`config.mk`:
```
export PLATFORM = sky130hd
export DESIGN_NAME = uart_rx
export DESIGN_NICKNAME = d
export VERILOG_FILES = /design/src/rtl/uart_rx.sv
export SDC_FILE = /design/constraint.sdc
export NUM_CORES = 1
export LEC_CHECK = 0
export BUFFER_PORTS_ARGS = -buffer_cell sky130_fd_sc_hd__buf_4
export CAP_MARGIN = 20
export CORE_UTILIZATION = 52
export CTS_CLUSTER_SIZE = 40
export DETAILED_ROUTE_END_ITERATION = 7
export GPL_TIMING_DRIVEN = 0
export PLACE_DENSITY = 0.73
export SETUP_SLACK_MARGIN = 0.3
export SLEW_MARGIN = 0
export SYNTH_ARGS = -nofsm -noshare
export SYNTH_HDL_FRONTEND = slang
export SYNTH_SLANG_ARGS = --single-unit
```
`constraint.sdc`:
```
create_clock -name clk -period 1.7 [get_ports clk]
set_input_delay 0.34 -clock clk [delete_from_list [all_inputs] [get_ports clk]]
set_output_delay 0.34 -clock clk [all_outputs]
set_load 0.01 [all_outputs]
```
`src/rtl/uart_rx.sv`:
```
// UART receiver, DATA_BITS-N-1, LSB first. A private bit-period counter resynchronises
// on every start bit and samples mid-bit; bytes are delivered on a valid/ready handshake.
module uart_rx #(
    parameter int unsigned FREQ      = 1000000,
    parameter int unsigned BAUD_RATE = 2400,
    parameter int unsigned DATA_BITS = 8
) (
    input  logic                 clk,
    input  logic                 srst_n,
    input  logic                 rx,
    output logic [DATA_BITS-1:0] rx_data,
    output logic                 rx_valid,
    input  logic                 rx_ready,
    output logic                 busy,
    output logic                 frame_err,
    output logic                 overrun_err
);

    localparam int unsigned CLKS_PER_BIT = FREQ / BAUD_RATE;
    localparam int unsigned HALF_BIT     = CLKS_PER_BIT / 2;
    localparam int unsigned CNT_W        = (CLKS_PER_BIT > 1) ? $clog2(CLKS_PER_BIT) : 1;
    localparam int unsigned IDX_W        = (DATA_BITS > 1) ? $clog2(DATA_BITS) : 1;

    if (CLKS_PER_BIT < 4) begin : g_bad_cfg
        $error("uart_rx: FREQ/BAUD_RATE must be at least 4");
    end

    typedef enum logic [1:0] {
        S_IDLE,
        S_START,
        S_DATA,
        S_STOP
    } state_e;

    state_e               state_q, state_d;
    logic [CNT_W-1:0]     cnt_q, cnt_d;
    logic [IDX_W-1:0]     idx_q, idx_d;
    logic [DATA_BITS-1:0] shift_q, shift_d;
    logic [DATA_BITS-1:0] data_q, data_d;
    logic                 valid_q, valid_d;
    logic                 busy_q, busy_d;
    logic                 fe_q, fe_d;
    logic                 ov_q, ov_d;
    logic [1:0]           sync_q;
    logic                 rx_s;

    // Two-flop synchroniser; the line idles high.
    always_ff @(posedge clk or negedge srst_n) begin
        if (!srst_n) begin
            sync_q <= 2'b11;
        end else begin
            sync_q <= {sync_q[0], rx};
        end
    end

    assign rx_s = sync_q[1];

    always_ff @(posedge clk or negedge srst_n) begin
        if (!srst_n) begin
            state_q <= S_IDLE;
            cnt_q   <= '0;
            idx_q   <= '0;
            shift_q <= '0;
            data_q  <= '0;
            valid_q <= 1'b0;
            busy_q  <= 1'b0;
            fe_q    <= 1'b0;
            ov_q    <= 1'b0;
        end else begin
            state_q <= state_d;
            cnt_q   <= cnt_d;
            idx_q   <= idx_d;
            shift_q <= shift_d;
            data_q  <= data_d;
            valid_q <= valid_d;
            busy_q  <= busy_d;
            fe_q    <= fe_d;
            ov_q    <= ov_d;
        end
    end

    always_comb begin
        state_d = state_q;
        cnt_d   = cnt_q;
        idx_d   = idx_q;
        shift_d = shift_q;
        data_d  = data_q;
        valid_d = valid_q;
        fe_d    = 1'b0;
        ov_d    = 1'b0;

        // Acceptance is resolved before a completing frame decides load vs. overrun.
        if (valid_q && rx_ready) begin
            valid_d = 1'b0;
        end

        case (state_q)
            S_IDLE: begin
                if (!rx_s) begin
                    state_d = S_START;
                    cnt_d   = '0;
                end
            end
            S_START: begin
                if (cnt_q == CNT_W'(HALF_BIT - 1)) begin
                    cnt_d = '0;
                    if (!rx_s) begin
                        state_d = S_DATA;
                        idx_d   = '0;
                    end else begin
                        state_d = S_IDLE;
                    end
                end else begin
                    cnt_d = cnt_q + CNT_W'(1);
                end
            end
            S_DATA: begin
                if (cnt_q == CNT_W'(CLKS_PER_BIT - 1)) begin
                    cnt_d          = '0;
                    shift_d[idx_q] = rx_s;
                    if (idx_q == IDX_W'(DATA_BITS - 1)) begin
                        state_d = S_STOP;
                    end else begin
                        idx_d = idx_q + IDX_W'(1);
                    end
                end else begin
                    cnt_d = cnt_q + CNT_W'(1);
                end
            end
            S_STOP: begin
                // Leaving at mid-stop-bit leaves half a bit to catch a back-to-back start.
                if (cnt_q == CNT_W'(CLKS_PER_BIT - 1)) begin
                    cnt_d   = '0;
                    state_d = S_IDLE;
                    if (rx_s) begin
                        if (!valid_d) begin
                            data_d  = shift_q;
                            valid_d = 1'b1;
                        end else begin
                            ov_d = 1'b1;
                        end
                    end else begin
                        fe_d = 1'b1;
                    end
                end else begin
                    cnt_d = cnt_q + CNT_W'(1);
                end
            end
            default: begin
                state_d = S_IDLE;
            end
        endcase

        busy_d = (state_d != S_IDLE);
    end

    assign rx_data     = data_q;
    assign rx_valid    = valid_q;
    assign busy        = busy_q;
    assign frame_err   = fe_q;
    assign overrun_err = ov_q;

endmodule
```
==> flow_summary_export.csv, run 1 <==
group,metric,value,unit
placed_design,io_buffers,15,
sta,finalCritPeriodShare,106,%
run_status,violations,"setup timing",
final_layout,drive_gt1_share,50.9,%
logic_synthesis,synth_xor_area_share,1.01,%
global_routing,antenna_found_initial,0,
sta,relSlewSlack,59.1,%
placed_design,dp_slack,-0.371,ns
min_path,hold_class,"in -> reg",
placed_design,placed_area,1960,um2
critical_path,worstPathArrival,2.04,ns
routing,avgViaCountPerCell,5.97,
cts,clockBufferDepth,2,
power,p_switching,0.312,mW
cts,clk_pin_slew,0.11,ns
critical_path,cp_slowest_stage_delay,0.40,ns
final_layout,design_area,2550,um2
global_routing,grt_max_degree,37,
logic_synthesis,synth_warnings,0,
cts,cts_tree,"yes",
run,maxCapViolCount,0,
critical_path,crit_fanout,8,
sta,setup_viol,16,
routing,ant_nets,0,
sta,hold_viol,0,
die,fp.dieH,59.6,um
critical_path,ff2ff_setup_slack,-0.1,ns
logic_synthesis,synth_compound_area_share,10.1,%
global_routing,grt_pass1_wl,6890,um
logic_synthesis,async_flop_share,100,%
final_layout,n_fill_cell,174,
critical_path,cp.depth,5,
die,core_area,3100,um2
sta,worstMarginPinSlew,0.613,ns
logic_synthesis,synth_fp_nets,167,
critical_path,crit_required,1.94,ns
cts,numCtsBuffers,5,
power,p_total,1.49,mW
die,fp.dieW,59.6,um
power,p_seq_share,58.0,%
final_layout,antenna_cells,0,
run_status,status,"finished with violations",
critical_path,critical_path_class,"reg -> reg",
power,p_int,1.18,mW
critical_path,regToRegStartpoint,"state_q[1]$_DFF_PN0_",
power,p_leak,1.09,nW
logic_synthesis,netlist_instances,160,
logic_synthesis,synth_edf_count,0,
min_path,hp-start,"rx",
sta,drv_slew,0,
final_layout,area_growth,47.5,%
cts,htreeDepth,2,
logic_synthesis,synth_top_family_by_area,"simple AND/OR/NAND/NOR gates",
die,std_cell_rows,20,
sta,clock_skew,0.0105,ns
power,comb_power_share,2.0,%
logic_synthesis,syn-cell-area,1730,um2
critical_path,cpMaxStageDelayCell,"nor4b_4",
sta,rsz0062_at_grt,"true",
cts,clkLatencyLatePin,0.35,ns
critical_path,worstRegToRegCells,5,
power,vdd_ir_drop_max,0.000472,V
power,p_clk_share,39.9,%
min_path,hold_depth,1,
logic_synthesis,avgSynthCellArea,10.8,um2
routing,drc,0,
placed_design,dp_hpwl,2410,um
sta,min_period,1.80,ns
critical_path,path_cells,"clkbuf_8, nand3_1, nor4b_4, buf_6, mux2_4",
die,io_pins,16,
routing,dr.pass1.iters,5,
power,p_sw_share,20.9,%
die,start_util,55.7,%
sta,clock.fmax,0.557,GHz
sta,worst_slack,-0.0968,ns
global_routing,grt_overflow_total,0,
logic_synthesis,synth.area.mux_share,10.4,%
min_path,hold_end,"sync_q[0]$_DFF_PN1_",
logic_synthesis,synth.yosys.seq_area_share,52.3,%
critical_path,r2r-end,"rx_data[1]$_DFFE_PN0P_",
routing,post_drt_wl_per_cell,18.8,um
routing,drt-initial-drc-count,58,
placed_design,gp_congestion,0.854,
cts,numClockSinks,36,
logic_synthesis,synth_fa_ha_area_share,2.17,%
logic_synthesis,ys_seq_elements,36,
routing,routed_wl,4900,um
power,power_density,584,nW/um2
global_routing,grt_pass1_vias,1465,
logic_synthesis,synth_cell_type_count,37,
routing,vias,1551,
die,dieArea,3560,um2
critical_path,crit_path_end_kind,"flop",
critical_path,path_buf_inv,2,
critical_path,start_kind,"flop",
logic_synthesis,synth_simple_gate_area_share,21.9,%
cts,cts_root_buf,"clkbuf_4",
logic_synthesis,synth_top_flop_cell,"dfrtp_1",
critical_path,cpLargestDelayFamily,"simple AND/OR/NAND/NOR gates",
global_routing,grt_usage,27.4,%
final_layout,nNetsFinal,222,
worst max path at each step:
| stage | from | to | slack (ns) |
|---|---|---|---|
| floorplan | cnt_q[6]$_DFFE_PN0P_ | rx_data[0]$_DFFE_PN0P_ | -0.07 |
| global placement | cnt_q[6]$_DFFE_PN0P_ | rx_data[1]$_DFFE_PN0P_ | -0.28 |
| detailed placement | cnt_q[0]$_DFFE_PN0P_ | rx_data[0]$_DFFE_PN0P_ | -0.37 |
| global route | cnt_q[1]$_DFFE_PN0P_ | state_q[0]$_DFF_PN0_ | -0.17 |
| CTS | cnt_q[5]$_DFFE_PN0P_ | rx_data[0]$_DFFE_PN0P_ | -0.06 |
| finish | state_q[1]$_DFF_PN0_ | rx_data[1]$_DFFE_PN0P_ | -0.1 |
cell type report:
class	instances	area (um2)	area share (%)
plain buffers	6	46.3	1.82
clock inverters	2	35.0	1.37
repair buffers	48	397	15.6
multi-input cells	114	1050	41.4
clock buffers	6	41.3	1.62
inverters	4	15.0	0.589
flip-flops and latches	36	905	35.5
well taps	44	55.1	2.16
routing by layer:
| metal | GRT usage [%] | part of all wire (%) | wire length, um |
|---|---|---|---|
| met1 | 33.6 | 41 | 2000 |
| met2 | 42.9 | 49 | 2410 |
| met3 | 7.86 | 6.3 | 307 |
| met4 | 15.9 | 3.7 | 183 |
| met5 | 0 | 0 | 0 |
metrics by stage:
stage / setup TNS, ns / cells / hold WS [ns] / util [%]
floorplan: -0.591 / 160 / 0.0444 / -
global placement: -2.62 / 219 / 0.310 / 63.1
detailed placement: -3.63 / 219 / 0.320 / 63.1
CTS: -0.480 / 252 / 0.0859 / 76.9
global route: -2.74 / 260 / 0.0623 / 82.1
finish: -1.06 / 260 / 0.0944 / 82.1
worst reg2reg max path, cell delays in order (launching register included):
cell	delay [ns]
dfrtp_1	0.35
clkbuf_8	0.18
nand3_1	0.23
nor4b_4	0.40
buf_6	0.21
mux2_4	0.32
sequential cells by signal, summed over array words and instances (netlist names):
signal,cells
cnt_q,9
busy,1
shift_q,8
idx_q,3
overrun_err,1
rx_valid,1
rx_data,8
frame_err,1
sync_q,2
state_q,2
timing repair:
action	in CTS	in global routing
setup endpoints to repair	33	33
pin swaps	18	16
hold buffers	1	0
hold endpoints to repair	34	0
gates resized for setup	42	25
buffers inserted	24	8
power by group through the flow:
| stage | Combinational [mW] | Sequential (mW) | Clock [mW] |
|---|---|---|---|
| after detailed placement | 0.0279 | 0.880 | 0 |
| after CTS | 0.0303 | 0.864 | 0.603 |
| after global routing | 0.0344 | 0.864 | 0.642 |
| final | 0.0301 | 0.864 | 0.594 |
| after global placement | 0.0269 | 0.879 | 0 |
| after floorplan | 0.00463 | 0.878 | 0 |
Yosys cell counts (2+ instances only):
library cell	count	area share [%]
a21oi_1	3	0.87
and4bb_2	2	1.4
clkbuf_1	5	1.1
dfrtp_1	34	49
dfstp_2	2	3.0
ha_1	3	2.2
inv_1	4	0.87
mux2_2	16	10
nand2_1	14	3.0
nand2b_1	4	1.4
nand3_1	9	2.6
nand4_1	2	0.72
nand4b_1	2	1.0
nor2_1	9	2.0
nor3_1	9	2.6
nor4_1	2	0.72
o211ai_1	6	2.6
o21ai_0	14	4.1
xnor2_1	2	1.0
logic make-up after synthesis:
kind of cell / Yosys count
fa+ha+maj: 3
flops: 36
simple gates: 64
compound gates: 29
mux: 16
xor+xnor: 2
buf+inv: 10
cells in the final DEF, fill, tap and decap left out, types with 3 or more instances in the layout:
master	instances
nand2b_1	4
o21ai_0	4
nand3_1	6
o211ai_1	6
nor2_1	4
mux2_4	14
buf_4	38
nand3_4	3
inv_1	4
ha_2	3
nor3_1	5
buf_6	9
dfrtp_1	33
o21ai_1	10
clkbuf_4	5
nor2_4	3
nand2_1	13
(Power assumes the default switching activity.)
==> run 2: changes to the inputs <==
==> constraint.sdc (replaced) <==
create_clock -name clk -period 1.5 [get_ports clk]
set_input_delay 0.3 -clock clk [delete_from_list [all_inputs] [get_ports clk]]
set_output_delay 0.3 -clock clk [all_outputs]
set_load 0.01 [all_outputs]
==> run 2 against run 1 <==
  * The run still ends with setup timing left
  * Register-to-register slack worse by 0.16 ns
  * Highest routed layer unchanged
  * Utilization is 1.4 points lower
  * Via count is 1.2% higher
  * Largest power group unchanged
  * Critical endpoint is now rx_data[4]$_DFFE_PN0P_
  * Clock skew is 0.011 ns higher
==> flow_summary_export.csv, run 2 (same netlist as run 1, synthesis figures left out) <==
group,metric,value,unit
run_status,status,"finished with violations",
run_status,violations,"setup timing",
final_layout,antenna_cells,0,
sta,clock_skew,0.0217,ns
power,p_leak,1.05,nW
die,start_util,55.7,%
power,power_density,617,nW/um2
critical_path,crit_required,1.77,ns
sta,whs,0.0374,ns
final_layout,drive_gt1_share,51.9,%
critical_path,path_buf_inv,1,
critical_path,crit_path_end_kind,"flop",
global_routing,grt_pass1_vias,1457,
placed_design,io_buffers,15,
min_path,hold_class,"in -> reg",
routing,vias,1569,
critical_path,r2r-end,"rx_data[4]$_DFFE_PN0P_",
critical_path,ff2ff_setup_slack,-0.26,ns
routing,drc,0,
cts,cts_tree,"yes",
cts,clk_pin_slew,0.13,ns
die,core_area,3100,um2
global_routing,grt_pass1_wl,6670,um
power,vdd_ir_drop_max,0.000469,V
die,std_cell_rows,20,
final_layout,area_growth,45.0,%
global_routing,grt_overflow_total,0,
final_layout,final_common_cell,"dfrtp_1",
min_path,hp-start,"rx",
cts,clkLatencyLatePin,0.37,ns
global_routing,grt_max_degree,37,
routing,post_drt_wl_per_cell,19.4,um
power,p_int,1.17,mW
cts,htreeDepth,2,
critical_path,critical_path_class,"reg -> reg",
sta,hold_viol,0,
cts,cts_root_buf,"clkbuf_4",
critical_path,crit_fanout,5,
critical_path,path_cells,"and4bb_4, nand2_4, nor4b_4, buf_4, mux2_4",
sta,worst_slack,-0.261,ns
power,p_seq_share,63.4,%
routing,dr.pass1.iters,6,
run,maxCapViolCount,0,
critical_path,regToRegStartpoint,"cnt_q[8]$_DFFE_PN0P_",
die,fp.dieH,59.6,um
routing,routed_wl,4960,um
sta,drv_slew,0,
sta,clock.fmax,0.568,GHz
global_routing,antenna_found_initial,0,
sta,min_period,1.76,ns
critical_path,cpLargestDelayFamily,"simple AND/OR/NAND/NOR gates",
die,io_pins,16,
final_layout,layout_common_cells,"dfrtp_1, buf_4, buf_6",
global_routing,grt_usage,25.9,%
power,p_sw_share,24.4,%
critical_path,cpMaxStageDelayCell,"dfrtp_1",
die,dieArea,3560,um2
routing,drt-initial-drc-count,77,
final_layout,postLayoutCoreUtil,80.8,%
critical_path,start_kind,"flop",
die,fp.dieW,59.6,um
final_layout,nNetsFinal,218,
cts,clockBufferDepth,2,
min_path,hold_end,"sync_q[0]$_DFF_PN1_",
sta,relSlewSlack,55.4,%
sta,finalCritPeriodShare,117,%
placed_design,gp_congestion,0.839,
sta,rsz0062_at_grt,"true",
routing,avgViaCountPerCell,6.13,
power,p_switching,0.378,mW
cts,numClockSinks,36,
final_layout,largest_reg_flops,9,
critical_path,worstRegToRegCells,5,
final_layout,largest_register,"cnt_q",
power,comb_power_share,2.3,%
placed_design,dp_hpwl,2370,um
routing,ant_nets,0,
sta,worstMarginPinSlew,0.670,ns
power,p_clk_share,34.3,%
critical_path,cp_slowest_stage_delay,0.47,ns
critical_path,worstPathArrival,2.03,ns
min_path,hold_depth,1,
cts,numCtsBuffers,5,
sta,setup_viol,33,
run 2: worst max-delay path by stage:
stage	start	end	slack [ns]	cells past startpoint
2_1_floorplan	cnt_q[6]$_DFFE_PN0P_	rx_data[0]$_DFFE_PN0P_	-0.27	4
6_report	cnt_q[8]$_DFFE_PN0P_	rx_data[4]$_DFFE_PN0P_	-0.26	5
3_5_place_dp	cnt_q[6]$_DFFE_PN0P_	rx_data[3]$_DFFE_PN0P_	-0.52	4
5_1_grt	cnt_q[8]$_DFFE_PN0P_	rx_data[4]$_DFFE_PN0P_	-0.31	5
3_3_place_gp	cnt_q[6]$_DFFE_PN0P_	rx_data[3]$_DFFE_PN0P_	-0.47	4
4_1_cts	cnt_q[1]$_DFFE_PN0P_	rx_data[3]$_DFFE_PN0P_	-0.20	6
run 2: timing repair:
| item | CTS | global route |
|---|---|---|
| pin swaps | 16 | 18 |
| setup buffers | 16 | 11 |
| gates resized for setup | 33 | 41 |
| gates cloned | 0 | 1 |
| setup endpoints to repair | 37 | 44 |
| hold buffers | 1 | 0 |
| hold endpoints to repair | 34 | 0 |
run 2: cell type report:
cell class                      instances  area (um2)
Sequential cell                        36         910
Inverter                                4        15.0
Clock inverter                          1        5.00
Tap cell                               44        55.1
Fill cell                             188         597
Multi-Input combinational cell        115        1050
Clock buffer                            7        45.0
Buffer                                  6        46.3
Timing Repair Buffer                   43         378
run 2: metrics by stage:
step	setup TNS, ns	power (mW)	setup WS (ns)	cell area, um2	std cells
global placement	-6.83	1.03	-0.472	1960	219
floorplan	-2.41	1.00	-0.274	1790	160
CTS	-3.39	1.54	-0.195	2270	244
global route	-7.21	1.59	-0.314	2510	256
finish	-5.38	1.55	-0.261	2510	256
detailed placement	-8.18	1.03	-0.519	1960	219
run 2: metal layers:
layer  track usage [%]  part of all wire [%]
met1              33.4                    41
met3              6.55                   6.5
met4              12.3                   3.1
met5                 0                     0
met2              40.5                    49
run 2: power groups by stage:
| stage | Sequential (mW) | Combinational, mW | Clock [mW] |
|---|---|---|---|
| 4_1_cts | 0.978 | 0.0342 | 0.525 |
| 3_3_place_gp | 0.997 | 0.0307 | 0 |
| 6_report | 0.980 | 0.0356 | 0.530 |
| 5_1_grt | 0.980 | 0.0408 | 0.570 |
| 3_5_place_dp | 0.997 | 0.0315 | 0 |
| 2_1_floorplan | 0.996 | 0.00549 | 0 |
==> run 3: changes to the inputs <==
--- a/config.mk
+++ b/config.mk
@@ -7,6 +7,7 @@
 export LEC_CHECK = 0
 export BUFFER_PORTS_ARGS = -buffer_cell sky130_fd_sc_hd__buf_4
 export CAP_MARGIN = 20
+export CORE_ASPECT_RATIO = 0.7
 export CORE_UTILIZATION = 52
 export CTS_CLUSTER_SIZE = 40
 export DETAILED_ROUTE_END_ITERATION = 7
==> run 3 against run 2 <==
  * The flow still finishes with violations (setup timing)
  * Register-to-register slack about the same
  * Non-clock buffer count down 3
  * Final cell count down 3.9%
  * Total power up 15%
  * Largest power group unchanged
  * Highest routed layer unchanged
==> flow_summary_export.csv, run 3 (same netlist as run 1, synthesis figures left out) <==
group,metric,value,unit
placed_design,gp_congestion,0.822,
final_layout,finalNonFillerCells,246,
critical_path,worstPathArrival,1.94,ns
routing,dr.pass1.iters,6,
sta,min_period,1.77,ns
placed_design,placed_area,1950,um2
die,core_area,3150,um2
final_layout,drive_gt1_share,48.6,%
die,std_cell_rows,17,
global_routing,antenna_found_initial,0,
final_layout,largest_register,"cnt_q",
cts,clk_pin_slew,0.07,ns
die,io_pins,16,
placed_design,dp_hpwl,2480,um
run,maxCapViolCount,0,
final_layout,design_area,2450,um2
routing,post_drt_wl_per_cell,18.2,um
min_path,hold_depth,1,
sta,relSlewSlack,54.8,%
sta,rsz0062_at_grt,"true",
power,vdd_ir_drop_max,0.000693,V
die,start_util,54.9,%
cts,numCtsBuffers,5,
critical_path,crit_required,1.68,ns
die,fp.dieW,70.9,um
global_routing,grt_pass1_wl,6630,um
run_status,violations,"setup timing",
final_layout,antenna_cells,0,
final_layout,layout_common_cells,"buf_4, dfrtp_1, nand2_1",
sta,worstMarginPinSlew,0.678,ns
critical_path,crit_fanout,6,
min_path,hold_class,"in -> reg",
power,p_total,1.77,mW
routing,routed_wl,4470,um
critical_path,regToRegStartpoint,"state_q[0]$_DFF_PN0_",
run_status,status,"finished with violations",
cts,cts_tree,"yes",
critical_path,ff2ff_setup_slack,-0.27,ns
sta,finalCritPeriodShare,118,%
cts,htreeDepth,2,
sta,setup_viol,28,
critical_path,r2r-end,"rx_data[1]$_DFFE_PN0P_",
power,power_density,722,nW/um2
critical_path,worstRegToRegCells,4,
critical_path,start_kind,"flop",
sta,clock_skew,0.00836,ns
global_routing,grt_usage,25.7,%
final_layout,nNetsFinal,214,
routing,avgViaCountPerCell,6.04,
sta,drv_slew,0,
final_layout,n_fill_cell,180,
sta,clock.fmax,0.566,GHz
placed_design,dpl.cell_count,213,
sta,hold_viol,0,
die,dieArea,3560,um2
die,fp.dieH,50.2,um
min_path,hold_end,"sync_q[0]$_DFF_PN1_",
sta,worst_slack,-0.266,ns
global_routing,grt_overflow_total,0,
min_path,hp-start,"rx",
cts,clkLatencyLatePin,0.30,ns
placed_design,io_buffers,15,
cts,cts_root_buf,"clkbuf_8",
final_layout,largest_reg_flops,9,
critical_path,crit_path_end_kind,"flop",
global_routing,grt_pass1_vias,1327,
power,p_leak,1.04,nW
routing,ant_nets,0,
cts,numClockSinks,36,
sta,tns,-3.97,ns
routing,drt-initial-drc-count,111,
final_layout,area_growth,42.0,%
global_routing,grt_max_degree,37,
routing,vias,1485,
cts,clockBufferDepth,2,
sta,whs,0.109,ns
critical_path,critical_path_class,"reg -> reg",
routing,drc,0,
final_layout,final_common_cell,"buf_4",
run 3: changes by cell type in the layout (fill, tap and decap cells not counted), sizes merged:
| cell | previous run | this run |
|---|---|---|
| buf | 45 | 41 |
| clkinv | 1 | 0 |
| nor2 | 10 | 9 |
| clkbuf | 10 | 12 |
run 3: repair_timing:
action | CTS | global route
pin swaps | 10 | 18
endpoints found under the setup margin | 34 | 34
hold buffers | 1 | 0
hold endpoints to repair | 34 | 0
gates resized for setup | 26 | 25
setup buffers | 15 | 9
run 3: routing by layer:
metal,vias to the layer above,track usage [%],routed length [um]
met5,-,0,0
met4,0,10.0,94
met3,12,6.02,269
met2,59,40.4,2130
met1,727,34.8,1970
li1,687,-,-
run 3: worst max-delay path, cell delays in order, from the launching register on:
cell and delay, ns:
dfrtp_1 0.49, nand3_1 0.26, nor4b_4 0.38, buf_6 0.20, mux2_4 0.31
run 3: final cells by class:
class / count / area, um2 / area share, %
multi-input combinational: 114 / 1020 / 41.7
sequential: 36 / 907 / 37.0
timing repair buffer: 40 / 314 / 12.8
clock buffer: 8 / 100 / 4.08
tap: 38 / 47.5 / 1.94
buffer: 6 / 46.3 / 1.89
inverter: 4 / 15.0 / 0.612
run 3: power by group:
part / switching, mW / internal (mW) / total (mW)
clock: 0.341 / 0.419 / 0.760
combinational: 0.0241 / 0.00925 / 0.0334
sequential: 0.00288 / 0.976 / 0.978
total: 0.368 / 1.40 / 1.77
run 3: through the flow:
stage               utilization [%]  setup slack [ns]
finish                         77.9            -0.266
global route                   77.9            -0.331
CTS                            72.5            -0.265
detailed placement             62.0            -0.539
global placement               62.0            -0.483
floorplan                         -            -0.274
run 3: worst max path at each step:
stage	startpoint	cells past startpoint	end	slack [ns]
6_report	state_q[0]$_DFF_PN0_	4	rx_data[1]$_DFFE_PN0P_	-0.27
5_1_grt	cnt_q[0]$_DFFE_PN0P_	6	state_q[0]$_DFF_PN0_	-0.33
4_1_cts	cnt_q[1]$_DFFE_PN0P_	6	rx_data[1]$_DFFE_PN0P_	-0.26
3_5_place_dp	cnt_q[5]$_DFFE_PN0P_	4	rx_data[1]$_DFFE_PN0P_	-0.54
3_3_place_gp	cnt_q[5]$_DFFE_PN0P_	4	rx_data[3]$_DFFE_PN0P_	-0.48
2_1_floorplan	cnt_q[6]$_DFFE_PN0P_	4	rx_data[0]$_DFFE_PN0P_	-0.27
